<file path="src/rtl/pipe_pkg.sv">
// Shared types and default widths for the pipeline stage register.
package pipe_pkg;

    // Occupancy of the stage: EMPTY (nothing held), BUSY (output register
    // valid), FULL (output register and skid slot both valid).
    typedef enum logic [1:0] {
        EMPTY = 2'd0,
        BUSY  = 2'd1,
        FULL  = 2'd2
    } pipe_state_e;

    localparam int DATA_W_DEF = 32;
    localparam int CTRL_W_DEF = 8;
    localparam int CNT_W_DEF  = 16;

endpackage

</file>
<file path="src/rtl/pipe_skid_buf.sv">
// One-entry skid slot (control + payload + valid bit) that catches the beat
// accepted while the output register is stalled.
// Only built when PIPE_SKID_EN is defined.
`ifdef PIPE_SKID_EN
module pipe_skid_buf
    import pipe_pkg::*;
#(
    parameter int DATA_W = DATA_W_DEF,
    parameter int CTRL_W = CTRL_W_DEF
) (
    input  logic              clk,
    input  logic              rst_n,
    input  logic              clr,
    input  logic              wr_en,
    input  logic              rd_en,
    input  logic [CTRL_W-1:0] wr_ctrl,
    input  logic [DATA_W-1:0] wr_data,
    output logic              valid,
    output logic [CTRL_W-1:0] ctrl,
    output logic [DATA_W-1:0] data
);

    // Slot storage: clear drops the entry and its control, payload is kept.
    always_ff @(posedge clk or negedge rst_n) begin
        if (!rst_n) begin
            valid <= 1'b0;
            ctrl  <= '0;
            data  <= '0;
        end else if (clr) begin
            valid <= 1'b0;
            ctrl  <= '0;
        end else if (wr_en) begin
            valid <= 1'b1;
            ctrl  <= wr_ctrl;
            data  <= wr_data;
        end else if (rd_en) begin
            valid <= 1'b0;
        end
    end

endmodule
`endif

</file>
<file path="src/rtl/pipe_stage_hs.sv">
// Generic pipeline stage register with valid/ready handshake, synchronous
// flush and a saturating count of flushes that discarded live entries.
// Build option PIPE_SKID_EN: registered in_ready backed by a skid slot;
// otherwise a single register with combinational in_ready.
//
// Handshake: a beat moves on a rising edge when valid and ready are both 1
// on that side; valid never depends on ready, and a presented output beat
// stays bit-stable until it is taken (or flushed).
module pipe_stage_hs
    import pipe_pkg::*;
#(
    parameter int DATA_W = DATA_W_DEF,
    parameter int CTRL_W = CTRL_W_DEF,
    parameter int CNT_W  = CNT_W_DEF
) (
    input  logic              clk,
    input  logic              rst_n,
    input  logic              flush,
    input  logic              in_valid,
    output logic              in_ready,
    input  logic [CTRL_W-1:0] in_ctrl,
    input  logic [DATA_W-1:0] in_data,
    output logic              out_valid,
    input  logic              out_ready,
    output logic [CTRL_W-1:0] out_ctrl,
    output logic [DATA_W-1:0] out_data,
    output logic [CNT_W-1:0]  flush_cnt
);

    pipe_state_e       state_q, state_d;
    logic              rdy_q;
    logic              accept, deliver;
    logic              ld_in, ld_skid;
    logic              skid_valid;
    logic [CTRL_W-1:0] skid_ctrl;
    logic [DATA_W-1:0] skid_data;
    logic [CTRL_W-1:0] ctrl_q;
    logic [DATA_W-1:0] data_q;
    logic [CNT_W-1:0]  cnt_q;

    assign out_valid = (state_q != EMPTY);
    assign out_ctrl  = ctrl_q;
    assign out_data  = data_q;
    assign flush_cnt = cnt_q;
    assign deliver   = out_valid && out_ready;
    // A beat offered during flush is dropped even if in_ready is high.
    assign accept    = in_valid && in_ready && !flush;

`ifdef PIPE_SKID_EN
    logic skid_wr;

    assign skid_wr  = (state_q == BUSY) && accept && !deliver;
    assign in_ready = rdy_q;

    // Registered ready: low in reset, then tracks "next state is not FULL".
    always_ff @(posedge clk or negedge rst_n) begin
        if (!rst_n) rdy_q <= 1'b0;
        else        rdy_q <= (state_d != FULL);
    end

    pipe_skid_buf #(
        .DATA_W (DATA_W),
        .CTRL_W (CTRL_W)
    ) u_skid (
        .clk     (clk),
        .rst_n   (rst_n),
        .clr     (flush),
        .wr_en   (skid_wr),
        .rd_en   (ld_skid),
        .wr_ctrl (in_ctrl),
        .wr_data (in_data),
        .valid   (skid_valid),
        .ctrl    (skid_ctrl),
        .data    (skid_data)
    );
`else
    assign skid_valid = 1'b0;
    assign skid_ctrl  = '0;
    assign skid_data  = '0;
    assign in_ready   = rdy_q && (!out_valid || out_ready);

    // Ready enable: keeps in_ready low until the first edge after reset.
    always_ff @(posedge clk or negedge rst_n) begin
        if (!rst_n) rdy_q <= 1'b0;
        else        rdy_q <= 1'b1;
    end
`endif

    // Occupancy state register.
    always_ff @(posedge clk or negedge rst_n) begin
        if (!rst_n) state_q <= EMPTY;
        else        state_q <= state_d;
    end

    // Next state and output-register load selects; flush overrides all.
    always_comb begin
        state_d = state_q;
        ld_in   = 1'b0;
        ld_skid = 1'b0;
        if (flush) begin
            state_d = EMPTY;
        end else begin
            case (state_q)
                EMPTY: begin
                    if (accept) begin
                        ld_in   = 1'b1;
                        state_d = BUSY;
                    end
                end
                BUSY: begin
                    if (accept && deliver) begin
                        ld_in = 1'b1;
                    end else if (accept) begin
                        state_d = FULL;
                    end else if (deliver) begin
                        state_d = EMPTY;
                    end
                end
                FULL: begin
                    if (deliver) begin
                        ld_skid = 1'b1;
                        state_d = BUSY;
                    end
                end
                default: state_d = EMPTY;
            endcase
        end
    end

    // Output register: flush zeroes control only; payload clears at reset.
    always_ff @(posedge clk or negedge rst_n) begin
        if (!rst_n) begin
            ctrl_q <= '0;
            data_q <= '0;
        end else if (flush) begin
            ctrl_q <= '0;
        end else if (ld_in) begin
            ctrl_q <= in_ctrl;
            data_q <= in_data;
        end else if (ld_skid) begin
            ctrl_q <= skid_ctrl;
            data_q <= skid_data;
        end
    end

    // Saturating count of flushes that killed at least one live entry.
    always_ff @(posedge clk or negedge rst_n) begin
        if (!rst_n) begin
            cnt_q <= '0;
        end else if (flush && (out_valid || skid_valid) && (cnt_q != '1)) begin
            cnt_q <= cnt_q + CNT_W'(1);
        end
    end

endmodule

</file>
<file path="config.mk">
export PLATFORM = sky130hd
export DESIGN_NAME = pipe_stage_hs
export DESIGN_NICKNAME = d
export VERILOG_FILES = /design/src/rtl/pipe_pkg.sv /design/src/rtl/pipe_skid_buf.sv /design/src/rtl/pipe_stage_hs.sv
export SDC_FILE = /design/constraint.sdc
export NUM_CORES = 1
export LEC_CHECK = 0
export BUFFER_PORTS_ARGS = -buffer_cell sky130_fd_sc_hd__buf_2
export CAP_MARGIN = 15
export CORE_MARGIN = 2
export CORE_UTILIZATION = 47
export DETAILED_ROUTE_END_ITERATION = 6
export GPL_TIMING_DRIVEN = 0
export PLACE_DENSITY = 0.85
export RECOVER_POWER = 50
export SYNTH_ARGS = -nofsm -noshare
export SYNTH_HDL_FRONTEND = slang
export SYNTH_HIERARCHICAL = 1
export SYNTH_SLANG_ARGS = --single-unit
</file>
<file path="constraint.sdc">
create_clock -name clk -period 2.1 [get_ports clk]
set_input_delay 0.21 -clock clk [delete_from_list [all_inputs] [get_ports clk]]
set_output_delay 0.21 -clock clk [all_outputs]
set_load 0.01 [all_outputs]
</file>
Word-level counts from Yosys, hierarchy flattened
Index checks and enable logic that the tools add are counted.
Widths: inputs -> output; s select.
{"block": "op_classes", "add_sub_neg": 1, "n_eq_ne": 7, "mux": 19, "bitwise": 1, "reduce_logical": 16}
{"op": "$mux 32", "count": 2}
{"op": "$mux 8", "count": 3}
{"op": "$add 16x1->16 const B", "count": 1}
{"op": "$ne 16x16->1 const B", "count": 1}
{"op": "$mux 2", "count": 6}
{"op": "$ne 3x3->1 const B", "count": 3}
{"op": "$logic_and 1x1->1", "count": 7}
{"op": "$mux 1", "count": 6}
{"op": "$pmux 2 s3", "count": 1}
{"op": "$ne 4x4->1 const B", "count": 1}
{"op": "$reduce_and 4->1", "count": 1}
{"op": "$reduce_bool 2->1", "count": 2}
{"op": "$reduce_bool 3->1", "count": 1}
{"op": "$eq 2x1->1 const B", "count": 1}
{"op": "$eq 2x2->1 const B", "count": 1}
{"op": "$logic_not 1->1", "count": 2}
{"op": "$logic_not 2->1", "count": 1}
{"op": "$pmux 1 s2", "count": 1}
{"op": "$reduce_and 2->1", "count": 1}
{"op": "$logic_or 1x1->1", "count": 1}
{"op": "$not 1->1", "count": 1}
{"block": "totals", "regBits": 59, "input_bits": 45, "output_inout_bits": 58, "word_cells": 49}

Longest topological paths before layout
Gate-level depths: netlist of run 1.
{"block": "logic_depth", "ltp_word": 12, "ltp_mapped": 6, "ltp_nobuf": 5}

Worst setup path after synthesis of run 1
No wires, ideal clock.
{"block": "synth_timing", "path_kind": "register to register", "start": "register cnt_q[0], in the netlist flush_cnt[0]", "end": "register cnt_q[12], in the netlist flush_cnt[12]", "setup_ps": 125, "arrival_ps": 1558, "required_time_ps": 1975, "path_slack_ps": 417, "path_stages_with_launch": 6, "path_buffers": 0, "period_less_slack_ps": 1683, "cell_sequence": "dfrtp_1 ha_1 and3_1 nand3_4 nor4_1 mux2_2"}
{"block": "synth_via", "elab_chain_len": 2, "word_cells_on_any_way": 3, "classes_between": "add/sub (1); eq/ne (1); reduce/logical (1)"}
{"item": "from (decl)", "line": "pipe_stage_hs.sv:39", "rtl": "logic [CNT_W-1:0] cnt_q;"}
{"item": "from (signal assigned)", "line": "pipe_stage_hs.sv:151", "rtl": "cnt_q <= cnt_q + CNT_W'(1);"}
{"item": "parallel branches: the longest is 2 deep, another holds $add 16x1->16"}
Several ways; the timed one is not identified.
A chain may end at the register's enable or synchronous reset.

Worst setup path after layout of run 1
{"block": "layout_timing", "start": "register cnt_q[1], in the netlist flush_cnt[1]", "end": "register cnt_q[12], in the netlist flush_cnt[12]"}
Same word-level chain as after synthesis.

==> flow_summary.ini, run 1 <==
[run_status]
status = complete, no violations

[floorplan]
rows = 25
io_pins = 103
dieArea_sq_mm = 0.00569
initial_core_util_pct = 49.7
dieHeight_um = 75.4
fp.dieW_um = 75.4
core_area_sq_mm = 0.00482

[synthesis]
yosys.area_share.simple_pct = 9.19
ys_seq_area_share_pct = 61.6
synth-xor-area-share_pct = 4.02
syn_avg_cell_area_sq_um = 13.2
muxShareOfSynthArea_pct = 1.10
postSynthCellCount = 182
synth_top_family_by_area = compound AO/OA/AOI/OAI gates
synth-seq-cells = 59
synth_cell_types = 41
synth_fp_nets = 228
synth_flop_cell = dfrtp_1
synth_warnings = 6
synth-adder-area-share_pct = 0.522
netlist_area_sq_mm = 0.00240
postSynth.asyncResetShare_pct = 100
synth_edf_count = 0
synth-compound-area-share_pct = 20.6

[global_routing]
grt_usage_pct = 20.3
gr-total-overflow = 0
grt_pass1_vias = 1841
antenna_found_initial = 0
grt_pass1_wl_um = 8530
grt_max_degree = 38

[power]
p_comb_share_pct = 15.3
switching_share_pct = 25.3
peakVddDrop_mv = 0.723
power_density_mw_per_mm2 = 994
p_leak_nw = 1.60
clock_power_share_pct = 40.9
p_seq_share_pct = 43.7
internal-power_mw = 2.40
totalPowerFinal_mw = 3.21
power.switching_uw = 810

[detailed_routing]
ant_nets = 0
drc = 0
routed_via_density = 5.41
routed_wl_um = 5800
dr.max_layer_used = met4
firstDrtPassIters = 4
wl_met3_um = 390
vias = 1991
wl_met2_um = 2810
first_iter_violations = 63
m1WireLength_um = 2520
routedWlPerCell_um = 15.8

[finish]
final_nets = 342
utilization_pct = 67.0
areaGrowthSynthToFinish_pct = 34.7
fin_area_sq_mm = 0.00323
n_antenna_cell = 0
final_cell_mix = buf_2 (71), dfrtp_1 (59), a22o_1 (40)
layout.cells.non_filler = 368
layout_commonest_cell = buf_2
drive_gt1_share_pct = 33.2

[hold_path]
whs_path_depth = 2
holdPathEnd = out_ctrl[3]
hp-class = in -> reg
hold_start = in_ctrl[3]

[clock_network]
clockRootBuffer = clkbuf_8
cts_buffer_depth = 2
cts_sinks = 59
cts-htree-levels = 3
clkTransAtPathRegs_ns = 0.07
post_cts_buffers = 0
cts_resized = 0
insertion_delay_ns = 0.33
cts_made_buffers = 9
cts_hold_buffers = 1
cts_tree = yes

[timing]
min_period_over_period_pct = 87.1
slew_headroom_pct = 13.4
hold_viol = 0
tightestPinTransition_ns = 1.30
finClkSkew_ns = 0.0127
fin_setup_tns_ns = 0
final_max_slew_viol_count = 0
holdWs_ns = 0.0944
rsz0062_at_grt = false
setup_slack_ns = 0.270
setup_viol_count_final = 0
max_freq_mhz = 546
min_period_ns = 1.83

[placement]
placedCellCount = 351
place_area_sq_mm = 0.00301
pre_cts_ws_ns = 0.320
hpwl_um = 4180
routabilityCongestion = 0.777
port_buffers = 101

[critical_path]
rr_endpoint = flush_cnt[12]
critPathArrivalTime_ns = 2.04
worstSetupStartpointType = register
cp-end-kind = register
rr_worst_depth = 5
timing.rr.start = flush_cnt[1]
critPathRequiredTime_ns = 2.31
r2r_slack_ns = 0.27
critPathKind = reg -> reg
worstPathMaxFanout = 9

[run]
drv_cap = 0
## cells by family after synthesis
logic type / Yosys count
AO/OA/AOI/OAI: 61
adder cells (fa/ha/maj): 1
other: 1
buffers and inverters: 13
AND/OR/NAND/NOR: 34
multiplexers: 2
XOR/XNOR: 11
flip-flops: 59
## sequential cells by signal, summed over array words and instances (netlist names)
name	flops
flush_cnt	16
out_ctrl	8
out_data	32
rdy_q	1
state_q	2
## cell type report
type | count | area, sq um
Buffer | 10 | 56.3
Fill cell | 391 | 1590
Multi-Input combinational cell | 110 | 852
Sequential cell | 59 | 1480
Clock buffer | 12 | 165
Tap cell | 67 | 83.8
Timing Repair Buffer | 103 | 488
Inverter | 3 | 11.3
Clock inverter | 4 | 95.1
## how the worst max path moves through the flow
stage,slack [ns],to,depth (start not counted),start
detailed placement,0.32,flush_cnt[12],5,flush_cnt[0]
global route,0.14,flush_cnt[12],5,flush_cnt[1]
finish,0.27,flush_cnt[12],5,flush_cnt[1]
global placement,0.35,flush_cnt[12],5,flush_cnt[0]
floorplan,0.42,flush_cnt[12],5,flush_cnt[0]
CTS,0.28,flush_cnt[12],5,flush_cnt[1]
## per-layer routing
| metal | track usage, % | up-vias |
|---|---|---|
| li1 | - | 923 |
| met3 | 5.29 | 10 |
| met2 | 34.9 | 88 |
| met4 | 8.19 | 0 |
| met5 | 0 | - |
| met1 | 24.3 | 970 |
## synth_stat cells (3+ instances only)
cell type | number | area, sq um
dfrtp_1 | 59 | 1480
a22o_1 | 40 | 350
buf_2 | 8 | 40.0
xnor2_1 | 8 | 70.1
nand2_1 | 5 | 18.8
nor2_1 | 5 | 18.8
a21oi_1 | 4 | 20.0
o211ai_1 | 4 | 30.0
a31oi_1 | 3 | 18.8
inv_1 | 3 | 11.3
nand3_1 | 3 | 15.0
nand4_1 | 3 | 18.8
xor2_1 | 3 | 26.3
## critical path, stage by stage, from the launching register on
cell,delay [ns]
dfrtp_1,0.43
ha_1,0.22
and3_1,0.27
nand3_4,0.15
nor4_1,0.27
mux2_2,0.38
## power by group through the flow
stage / registers, mW / clock network [mW] / logic, mW
after CTS: 1.39 / 1.33 / 0.524
after detailed placement: 1.41 / 0 / 0.518
after floorplan: 1.47 / 0 / 0.187
final: 1.40 / 1.31 / 0.492
after global routing: 1.42 / 1.38 / 0.540
after global placement: 1.40 / 0 / 0.497
(Power assumes the default switching activity.)
==> run 2: changes to the inputs <==
==> constraint.sdc (replaced) <==
create_clock -name clk -period 2.1 [get_ports clk]
set_input_delay 0.42 -clock clk [delete_from_list [all_inputs] [get_ports clk]]
set_output_delay 0.42 -clock clk [all_outputs]
set_load 0.01 [all_outputs]
==> flow_summary.ini, run 2 (synthesis gave the netlist of run 1 again) <==
[timing]
setup_viol_count_final = 0
tightestPinTransition_ns = 1.29
fin_setup_tns_ns = 0
hold_viol = 0
slew_headroom_pct = 14.3
min_period_over_period_pct = 89.1
finClkSkew_ns = 0.0123
rsz0062_at_grt = false
setup_slack_ns = 0.229
max_freq_mhz = 534
final_max_slew_viol_count = 0
min_period_ns = 1.87

[critical_path]
cp.depth = 4
endpoint = in_ready
critPathBufInv = 2
max_stage_delay_ns = 0.35
path_cells = buf_2 > or2_2 > a21boi_0 > buf_2
critPathKind = reg -> out
cpMaxStageDelayCell = dfrtp_1
rr_worst_depth = 5
worstSetupStartpointType = register
rr_endpoint = flush_cnt[12]
timing.rr.start = flush_cnt[0]
critPathArrivalTime_ns = 1.45
worstPathMaxFanout = 9
r2r_slack_ns = 0.27
critPathRequiredTime_ns = 1.68
cpLargestDelayFamily = flip-flops
cp-startpoint = state_q[1]
crit_top_cell = buf_2
cp-end-kind = primary output

[finish]
drive_gt1_share_pct = 37.0
final_nets = 341
areaGrowthSynthToFinish_pct = 34.9
final_cell_mix = buf_2 (82), dfrtp_1 (59), a22o_1 (40)
n_antenna_cell = 0
fill_cells = 385
largest_reg_flops = 32
layout_commonest_cell = buf_2

[floorplan]
initial_core_util_pct = 49.7
fp.dieW_um = 75.4
rows = 25
dieHeight_um = 75.4
dieArea_sq_mm = 0.00569
core_area_sq_mm = 0.00482
io_pins = 103

[power]
totalPowerFinal_mw = 3.21
p_seq_share_pct = 43.7
p_leak_nw = 1.64
p_comb_share_pct = 15.5
switching_share_pct = 25.1
peakVddDrop_mv = 0.723
power.switching_uw = 806
power_density_mw_per_mm2 = 993
clock_power_share_pct = 40.8
internal-power_mw = 2.40

[detailed_routing]
firstDrtPassIters = 4
vias = 1985
drc = 0
routedWlPerCell_um = 15.7
ant_nets = 0
routed_via_density = 5.41
routed_wl_um = 5770
first_iter_violations = 69

[placement]
routabilityCongestion = 0.777
hpwl_um = 4180
pre_cts_ws_ns = 0.320
port_buffers = 101

[global_routing]
grt_pass1_vias = 1829
antenna_found_initial = 0
grt_pass1_wl_um = 8500
grt_max_degree = 38
grt_usage_pct = 20.2
gr-total-overflow = 0

[clock_network]
insertion_delay_ns = 0.33
post_cts_buffers = 0
clockRootBuffer = clkbuf_8
cts_tree = yes
cts_buffer_depth = 2
clkTransAtPathRegs_ns = 0.07
cts_sinks = 59
cts-htree-levels = 3
cts_hold_buffers = 0
cts_made_buffers = 9
cts_resized = 0

[hold_path]
hp-class = in -> reg
hold_start = in_ctrl[3]

[run_status]
status = complete, no violations

[run]
drv_cap = 0
## run 2: power by group through the flow
stage / clock [mW] / sequential (mW) / combinational [mW]
6_report: 1.31 / 1.40 / 0.497
5_1_grt: 1.38 / 1.42 / 0.545
4_1_cts: 1.33 / 1.39 / 0.523
3_5_place_dp: 0 / 1.41 / 0.518
3_3_place_gp: 0 / 1.40 / 0.497
2_1_floorplan: 0 / 1.47 / 0.187
## run 2: worst min-delay path by stage
| stage | endpoint | slack (ns) | cells past startpoint |
|---|---|---|---|
| floorplan | flush_cnt[0] | 0.12 | 0 |
| global placement | out_data[3] | 0.48 | 1 |
| detailed placement | out_ctrl[2] | 0.43 | 1 |
| CTS | out_ctrl[2] | 0.07 | 1 |
| global route | out_data[2] | 0.30 | 2 |
| finish | out_ctrl[3] | 0.31 | 2 |
## run 2: cell type report
class,count,area [sq um],area share (%)
Sequential cell,59,1480,45.7
Multi-Input combinational cell,110,852,26.4
Timing Repair Buffer,102,492,15.2
Clock buffer,12,165,5.11
Clock inverter,4,95.1,2.94
Tap cell,67,83.8,2.59
Buffer,10,56.3,1.74
Inverter,3,11.3,0.348
## run 2: per-layer routing
metal	up-vias	share of wire [%]	GRT usage [%]
met5	-	0	0
met4	0	1.4	8.19
met3	10	6.6	5.29
met2	84	49	34.7
met1	970	43	24.3
li1	921	-	-
## run 2: per-stage QoR
| step | area (sq um) | utilization (%) | cells | hold slack, ns |
|---|---|---|---|---|
| after floorplan | 2400 | - | 182 | 0.124 |
| after global placement | 2990 | 62.0 | 350 | 0.477 |
| after detailed placement | 3010 | 62.4 | 351 | 0.429 |
| after CTS | 3270 | 67.8 | 367 | 0.0685 |
| after global routing | 3230 | 67.1 | 367 | 0.303 |
| final | 3230 | 67.1 | 367 | 0.305 |
==> run 3: changes to the inputs <==
--- a/config.mk
+++ b/config.mk
@@ -8,4 +8,5 @@
 export BUFFER_PORTS_ARGS = -buffer_cell sky130_fd_sc_hd__buf_2
 export CAP_MARGIN = 15
+export CORE_ASPECT_RATIO = 1.25
 export CORE_MARGIN = 2
 export CORE_UTILIZATION = 47
==> constraint.sdc (replaced) <==
create_clock -name clk -period 2.1 [get_ports clk]
set_input_delay 0.42 -clock clk [delete_from_list [all_inputs] [get_ports clk]]
set_output_delay 0.42 -clock clk [all_outputs]
set_load 0.02 [all_outputs]
==> flow_summary.ini, run 3 (synthesis gave the netlist of run 1 again) <==
[run_status]
status = finished with violations
violations = max-capacitance violations, max-slew violations

[hold_path]
hp-class = in -> reg
whs_path_depth = 2

[clock_network]
clkTransAtPathRegs_ns = 0.06
cts-htree-levels = 3
post_cts_buffers = 0
insertion_delay_ns = 0.32
cts_buffer_depth = 2
cts_tree = yes
clockRootBuffer = clkbuf_8
cts_resized = 0
cts_sinks = 59
cts_hold_buffers = 0
cts_made_buffers = 9

[finish]
areaGrowthSynthToFinish_pct = 34.6
final_cell_mix = buf_2 (82), dfrtp_1 (59), a22o_1 (40)
final_nets = 341
n_antenna_cell = 0
drive_gt1_share_pct = 37.0
fin_area_sq_mm = 0.00323
largest_reg_flops = 32
layout_commonest_cell = buf_2

[critical_path]
rr_worst_depth = 5
cp-end-kind = primary output
cpMaxStageDelayCell = dfrtp_1
crit_top_cell = buf_2
path_cells = buf_2 > or2_2 > a21boi_0 > buf_2
critPathKind = reg -> out
critPathRequiredTime_ns = 1.68
worstPathMaxFanout = 9
worstSetupStartpointType = register
max_stage_delay_ns = 0.35
critPathArrivalTime_ns = 1.48

[detailed_routing]
firstDrtPassIters = 4
routedWlPerCell_um = 14.9
vias = 1962
first_iter_violations = 94
ant_nets = 0
routed_via_density = 5.42
drc = 0
routed_wl_um = 5400

[timing]
min_period_ns = 1.90
setup_slack_ns = 0.200
final_max_slew_viol_count = 27
fin_setup_tns_ns = 0
max_freq_mhz = 526
hold_viol = 0
setup_viol_count_final = 0
rsz0062_at_grt = false
min_period_over_period_pct = 90.5
tightestPinTransition_ns = 1.52
finClkSkew_ns = 0.00712
slew_headroom_pct = -1.50

[placement]
hpwl_um = 4040
routabilityCongestion = 0.811
pre_cts_ws_ns = 0.264
place_area_sq_mm = 0.00300
port_buffers = 101

[floorplan]
dieArea_sq_mm = 0.00569
io_pins = 103
core_area_sq_mm = 0.00501
fp.dieW_um = 67.9
initial_core_util_pct = 47.9
dieHeight_um = 83.8
rows = 29

[global_routing]
gr-max-usage-layer = met2
grt_usage_pct = 20.8
grt_pass1_wl_um = 8800
groute.layer.met3.usage_pct = 4.05
gr-total-overflow = 0
grt_pass1_vias = 1923
grt_use_met1_pct = 24.6
grtUsageMet2_pct = 34.7
grt_max_degree = 34
antenna_found_initial = 0

[power]
peakVddDrop_mv = 0.687
p_leak_nw = 1.64
power_density_mw_per_mm2 = 1020
totalPowerFinal_mw = 3.29

[run]
drv_cap = 1
## run 3: cell counts in the layout (fill, tap and decap cells not counted)
Identical to the previous run, type by type.
## run 3: where the power goes
part | switching [mW] | internal (mW) | total, mW
clock | 0.404 | 0.883 | 1.29
sequential | 0.119 | 1.28 | 1.40
combinational | 0.362 | 0.239 | 0.602
## run 3: metal layers
layer / up-vias / wire [um]
li1: 914 / -
met1: 962 / 2110
met2: 75 / 2850
met3: 11 / 324
met4: 0 / 105
met5: - / 0
## run 3: worst max-delay path, delay by kind of cell, from the launching register on
| kind | cells | cell delay, ns |
|---|---|---|
| simple gates | 1 | 0.28 |
| buf+inv | 2 | 0.35 |
| flops | 1 | 0.35 |
| compound gates | 1 | 0.17 |
## run 3: final timing paths
| path | startpoint | to | slack [ns] |
|---|---|---|---|
| setup / recovery | state_q[1] | in_ready | 0.20 |
| hold / removal | out_ready | state_q[1] | 0.31 |
| setup reg to reg | flush_cnt[0] | flush_cnt[12] | 0.26 |
| hold reg to reg | out_data[26] | out_data[26] | 0.50 |
| max in group asynchronous | rst_n | flush_cnt[7] | 0.75 |
| min in group asynchronous | rst_n | flush_cnt[13] | 0.46 |
## run 3: stage by stage
stage                     hold slack [ns]  std cells  utilization, %
after CTS                           0.114        362            65.1
after detailed placement            0.467        346            59.9
final                               0.313        362            64.4
after global placement              0.479        345            59.5
after global routing                0.301        362            64.4
after floorplan                     0.124        182               -
## run 3: final cells by class
class | instances | area (sq um)
sequential | 59 | 1480
multi-input combinational | 110 | 852
buffer | 10 | 56.3
tap | 62 | 77.6
timing repair buffer | 102 | 492
clock inverter | 4 | 95.1
clock buffer | 12 | 165
fill | 423 | 1780
inverter | 3 | 11.3
